## config.mk

```make
export PLATFORM = sky130hd
export DESIGN_NAME = pipeline_stage_skid
export DESIGN_NICKNAME = d
export VERILOG_FILES = /design/src/rtl/pipeline_stage_skid.sv
export SDC_FILE = /design/constraint.sdc
export NUM_CORES = 1
export LEC_CHECK = 0
export CAP_MARGIN = 20
export CORE_MARGIN = 3
export CORE_UTILIZATION = 65
export CTS_CLUSTER_SIZE = 25
export DETAILED_ROUTE_END_ITERATION = 7
export DONT_BUFFER_PORTS = 1
export PLACE_DENSITY = 0.85
export SKIP_LAST_GASP = 1
export SLEW_MARGIN = 30
export SYNTH_ARGS = -nofsm -noshare
export SYNTH_HDL_FRONTEND = slang
export SYNTH_SLANG_ARGS = --single-unit
```

## constraint.sdc

```tcl
create_clock -name clk -period 3.2 [get_ports clk]
set_input_delay 0.64 -clock clk [delete_from_list [all_inputs] [get_ports clk]]
set_output_delay 0.64 -clock clk [all_outputs]
set_load 0.02 [all_outputs]
```

## src/rtl/pipeline_stage_skid.sv

```systemverilog
// Valid/ready pipeline stage register with optional 2-entry skid buffer, sync flush, bubble ctrl override.
// Latency 1 cycle; SKID=1 gives a flop-driven in_ready (stalls when skid is full), SKID=0 gives a combinational in_ready.
module pipeline_stage_skid #(
  parameter int                DATA_W      = 160,
  parameter int                CTRL_W      = 9,
  parameter logic [CTRL_W-1:0] CTRL_BUBBLE = '0,
  parameter bit                SKID        = 1'b1
) (
  input  logic              clk,
  input  logic              rst,
  input  logic              in_valid,
  output logic              in_ready,
  input  logic [DATA_W-1:0] in_data,
  input  logic [CTRL_W-1:0] in_ctrl,
  input  logic              bubble,
  input  logic              flush,
  output logic              out_valid,
  input  logic              out_ready,
  output logic [DATA_W-1:0] out_data,
  output logic [CTRL_W-1:0] out_ctrl,
  output logic [1:0]        occupancy
);

  logic              accept;
  logic              pop;
  logic [CTRL_W-1:0] in_ctrl_eff;
  logic              head_vld;
  logic [DATA_W-1:0] head_dat;
  logic [CTRL_W-1:0] head_ctl;

  assign accept      = in_valid & in_ready;
  assign pop         = head_vld & out_ready;
  assign in_ctrl_eff = bubble ? CTRL_BUBBLE : in_ctrl;

  assign out_valid = head_vld;
  assign out_data  = head_dat;
  assign out_ctrl  = head_ctl;

  generate
    if (SKID) begin : g_skid
      logic              skid_vld;
      logic [DATA_W-1:0] skid_dat;
      logic [CTRL_W-1:0] skid_ctl;

      // skid_vld is a flop, so in_ready never depends on out_ready
      assign in_ready  = ~skid_vld;
      assign occupancy = {skid_vld, head_vld ^ skid_vld};

      always_ff @(posedge clk or negedge rst) begin
        if (!rst) begin
          head_vld <= 1'b0;
          head_dat <= '0;
          head_ctl <= CTRL_BUBBLE;
          skid_vld <= 1'b0;
          skid_dat <= '0;
          skid_ctl <= CTRL_BUBBLE;
        end else if (flush) begin
          head_vld <= 1'b0;
          head_ctl <= CTRL_BUBBLE;
          skid_vld <= 1'b0;
          skid_ctl <= CTRL_BUBBLE;
        end else if (skid_vld) begin
          if (pop) begin
            head_dat <= skid_dat;
            head_ctl <= skid_ctl;
            skid_vld <= 1'b0;
            skid_ctl <= CTRL_BUBBLE;
          end
        end else if (head_vld) begin
          if (accept && pop) begin
            head_dat <= in_data;
            head_ctl <= in_ctrl_eff;
          end else if (accept) begin
            skid_vld <= 1'b1;
            skid_dat <= in_data;
            skid_ctl <= in_ctrl_eff;
          end else if (pop) begin
            head_vld <= 1'b0;
            head_ctl <= CTRL_BUBBLE;
          end
        end else if (accept) begin
          head_vld <= 1'b1;
          head_dat <= in_data;
          head_ctl <= in_ctrl_eff;
        end
      end
    end else begin : g_noskid
      assign in_ready  = ~head_vld | out_ready;
      assign occupancy = {1'b0, head_vld};

      always_ff @(posedge clk or negedge rst) begin
        if (!rst) begin
          head_vld <= 1'b0;
          head_dat <= '0;
          head_ctl <= CTRL_BUBBLE;
        end else if (flush) begin
          head_vld <= 1'b0;
          head_ctl <= CTRL_BUBBLE;
        end else if (accept) begin
          head_vld <= 1'b1;
          head_dat <= in_data;
          head_ctl <= in_ctrl_eff;
        end else if (pop) begin
          head_vld <= 1'b0;
          head_ctl <= CTRL_BUBBLE;
        end
      end
    end
  endgenerate

endmodule

```

# After elaboration in Yosys (flattened, before gate mapping)
# Index checks and enable logic that the tools add are counted.
# totals
regBits	340
output_inout_bits	173
word_cells	57
# op_classes
n_eq_ne	6
n_mux	29
bitwise	6
n_reduce_logical	10
# op_table
operator	n
160-bit 2-to-1 mux	5
9-bit 2-to-1 mux	13
4-bit AND reduction	3
1-bit 2-to-1 mux	11
3-bit nonzero test	3
4-bit nonzero test	2
3-bit inequality test (second input constant)	2
5-bit by 3-bit inequality test with 1-bit output (second input constant)	1
5-bit AND reduction	1
2-bit inequality test (second input constant)	2
3-bit by 1-bit inequality test with 1-bit output (second input constant)	1
1-bit inverter	3
1-bit bitwise AND	2
1-bit logical AND	1
1-bit bitwise XOR	1

# Longest topological paths before layout
# depth
ltp_word	7
ltp_mapped	10
ltp_nobuf	6

# Least setup slack after synthesis
# Ideal clock, no wire load.
# synth_timing
path_type	reg2reg
from	register g_skid.skid_vld
to	register head_dat[0] (netlist: out_data[0])
t_arrival_ps	1955
setup_slack_ps	1119
path_stages_with_launch	11
n_path_buf	4
synth_period_minus_slack_ps	2081
cell_sequence	dfrtp_1 buf_6 inv_1 ha_1 and3b_1 a211oi_4 or2_1 buf_6 buf_12 buf_12 o21ai_2
# synth_via
elab_chain_len	5
elab_cells_between_ends	8
classes_between	2 x eq/ne; 1 x mux; 2 x bitwise; 3 x reduce/logical
# synth_lines
element	line	source
start: declaration	41	logic skid_vld;
start signal: assignment	54	skid_vld <= 1'b0;
start signal: assignment	60	skid_vld <= 1'b0;
start signal: assignment	66	skid_vld <= 1'b0;
1-bit inverter (no line) (*)	-	
named net in_ready	12	output logic in_ready,
1-bit bitwise AND (*)	31	assign accept = in_valid & in_ready;
1-bit logical AND	70	if (accept && pop) begin
3-bit by 1-bit inequality test with 1-bit output (no line)	-	
4-bit AND reduction (no line) (*)	-	
end signal: assignment	64	head_dat <= skid_dat;
end signal: assignment	71	head_dat <= in_data;
end signal: assignment	83	head_dat <= in_data;
end: declaration	28	logic [DATA_W-1:0] head_dat;
# Mark *: on every way through the listed nets, which the timed path passes. The rest lies on a longest branch.
# A chain may end at the register's enable or synchronous reset.

# Worst setup path in the final report
# layout_timing
from	register g_skid.skid_vld
to	register head_dat[131] (netlist: out_data[131])
# The elaborated chain is that of the path after synthesis.

==> run metrics <==
P&R area growth vs syn 7.383%; initial antenna violation count 0; pin count of the biggest net entering global routing 341; Nets 1288; post-CTS sizing 0; clock root buffer master clkbuf_16; slew margin rel. 0.3340; Final Critical Period 2504 ps; Register-to-Register Path Depth 7; drt drc 0; Synth top area share 0.5698; Net Count, Synth 1332; setup_tns 0 ps; via count 9157; clk buf depth 3; critical path arrival 2910 ps; Fin. Hold Viols 170; Final ANT Viol Nets 0; ys flop type dfrtp_1; Synth area leaders dfrtp_1, mux2_2, mux2i_1, o21ai_0, o21ai_2; register clock-pin slew on the reported worst setup and hold paths 60 ps; die area 24830 sq um; Yosys cell types 33; share of cells above drive strength 1 0.2889; Post-synth EDFFs 0; synth cell count leaders dfrtp_1, o21ai_0, mux2_2, mux2i_1, o21ai_2; failing checks hold timing; number of global-route vias before repair 9464; HP Class in2async; worst reg2reg setup slack 700 ps; Fmax 399.3 MHz; Core ar. 22230 sq um; drt wl/cell 23.49 um; RSZ-0062 raised after global routing no; endpoint class of the critical path register; reg2reg end out_data[131]$_DFFE_PN0P_; CP max FO 160; Final HPWL DP 20690 um; FF+latch area 8512 sq um; critical path type reg2reg; Die H 157.6 um; Overall Global Routing Usage 0.2651; Design Power 0.01247 W; most frequent cell after synthesis dfrtp_1; Startpoint Class register; worst-margin pin slew 999.0 ps; Max Slew Vio Count 0; Final Setup Violations 0; setup bufs post-CTS 0; IO Count 348; clock buffer count from CTS 35; GPL Wtd Cong 0.8171; first-pass GRT wire length 52340 um; Peak supply drop 0.0006026 V; post-route cell area 16030 sq um; Critical Path RT 3600 ps; Seq/Total Area, Yosys 0.5698; CTS tree built; leakage power 6.526 nW; die width 157.6 um; Synth Register Bits 340; FP Rows 54; post-synth top area cell dfrtp_1; MaxCap Viol Count 0; H-tree level count 2; Initial Util 0.6717; Avg Cell Area, Syn 12.92 sq um; Synth Instances 1156; Fin Hold WS -161.1 ps; final wirelength 33170 um; Crit Reg-Reg Startpoint g_skid.skid_vld$_DFF_PN0_; share of synthesized registers carrying an async set or reset 1.000; Period Utilization, post-route 0.7826; PortBufs 0; synth warn 0; residual overflow from global routing 0; placed inst area 14880 sq um; footprint of the multi-input gates 5797 sq um; worst-skew pair later-pin latency 500 ps; status complete, but fails checks; CTS Sinks 340; power per standard cell area 777.8 nW/um^2; ANT cells 0; # fillers 1441; DRT iter0 DRCs 733; Pre-antenna DRT Iters 5; Via density 6.485; Worst Skew 8.334 ps; synthesized area 14930 sq um
-- stage by stage --
stage	worst slack [ps]	std cells	utilization
after floorplan	1119	1156	-
after global placement	808.3	1355	0.6692
after detailed placement	740.8	1355	0.6692
after CTS	721.9	1412	0.7209
after global routing	525.4	1412	0.7213
final	695.7	1412	0.7213
-- critical path, cell delays in order (launching register included) --
cell,delay (ps)
dfrtp_4,490
inv_1,270
ha_1,270
and3b_1,220
a211oi_4,250
buf_12,530
o21ai_0,180
o21ai_0,120
-- power breakdown --
group / internal [W] / leakage [nW] / switching (W)
logic: 0.000906 / 1.78 / 0.000769
clock network: 0.00245 / 0.555 / 0.00162
registers: 0.00541 / 4.19 / 0.00132
total: 0.00877 / 6.53 / 0.00371
-- flip-flops by register name (all words and copies together), names as in the netlist --
name,count
g_skid.skid_dat,160
out_data,160
g_skid.skid_ctl,9
out_ctrl,9
g_skid.skid_vld,1
out_valid,1
-- cell families (layout without fill, tap and decap cells) --
logic type	Yosys count	count (layout)	synth area share
AOI/OAI and AO/OA	347	347	0.1430
adders and majority gates	1	1	0.0008379
buffers and inverters	99	75	0.04274
DFF	340	340	0.5698
muxes	320	320	0.2279
and+or+nand+nor	49	49	0.01559
-- placed cells by master, fill, tap and decap left out, drive strengths merged, types with 2 or more instances in the layout --
| master | netlist | layout |
|---|---|---|
| clkinvlp | 0 | 4 |
| o21a | 2 | 2 |
| clkinv | 0 | 4 |
| mux2i | 160 | 160 |
| nand2 | 28 | 28 |
| mux2 | 160 | 160 |
| or2 | 2 | 2 |
| dfrtp | 340 | 340 |
| buf | 37 | 15 |
| o21ai | 322 | 322 |
| inv | 3 | 3 |
| a211oi | 2 | 2 |
| nand3 | 9 | 9 |
| nor2 | 2 | 2 |
| clkbuf | 59 | 46 |
| a32oi | 9 | 9 |
| bufinv | 0 | 3 |
| a21oi | 12 | 12 |
-- area by class of cell --
cell class | instances | area share
clock inverter | 11 | 0.008740
sequential | 340 | 0.5309
tap | 280 | 0.02185
multi-input combinational | 717 | 0.3616
clock buffer | 46 | 0.06298
timing repair buffer | 15 | 0.01327
inverter | 3 | 0.0007024
-- layer usage --
metal	up-vias	global-route usage	part of all wire
li1	4085	-	-
met1	4617	0.3321	0.37
met2	368	0.4178	0.48
met3	87	0.1056	0.11
met4	0	0.1037	0.043
met5	-	0	0
-- worst max path at each step --
stage	cells after the start	startpoint	to
2_1_floorplan	10	g_skid.skid_vld$_DFF_PN0_	out_data[0]$_DFFE_PN0P_
3_3_place_gp	4	g_skid.skid_vld$_DFF_PN0_	out_data[134]$_DFFE_PN0P_
3_5_place_dp	5	g_skid.skid_vld$_DFF_PN0_	g_skid.skid_dat[149]$_DFFE_PN0P_
4_1_cts	7	g_skid.skid_vld$_DFF_PN0_	out_data[40]$_DFFE_PN0P_
5_1_grt	7	g_skid.skid_vld$_DFF_PN0_	out_data[63]$_DFFE_PN0P_
6_report	7	g_skid.skid_vld$_DFF_PN0_	out_data[131]$_DFFE_PN0P_
No activity file was read; power rests on OpenSTA's default activity.
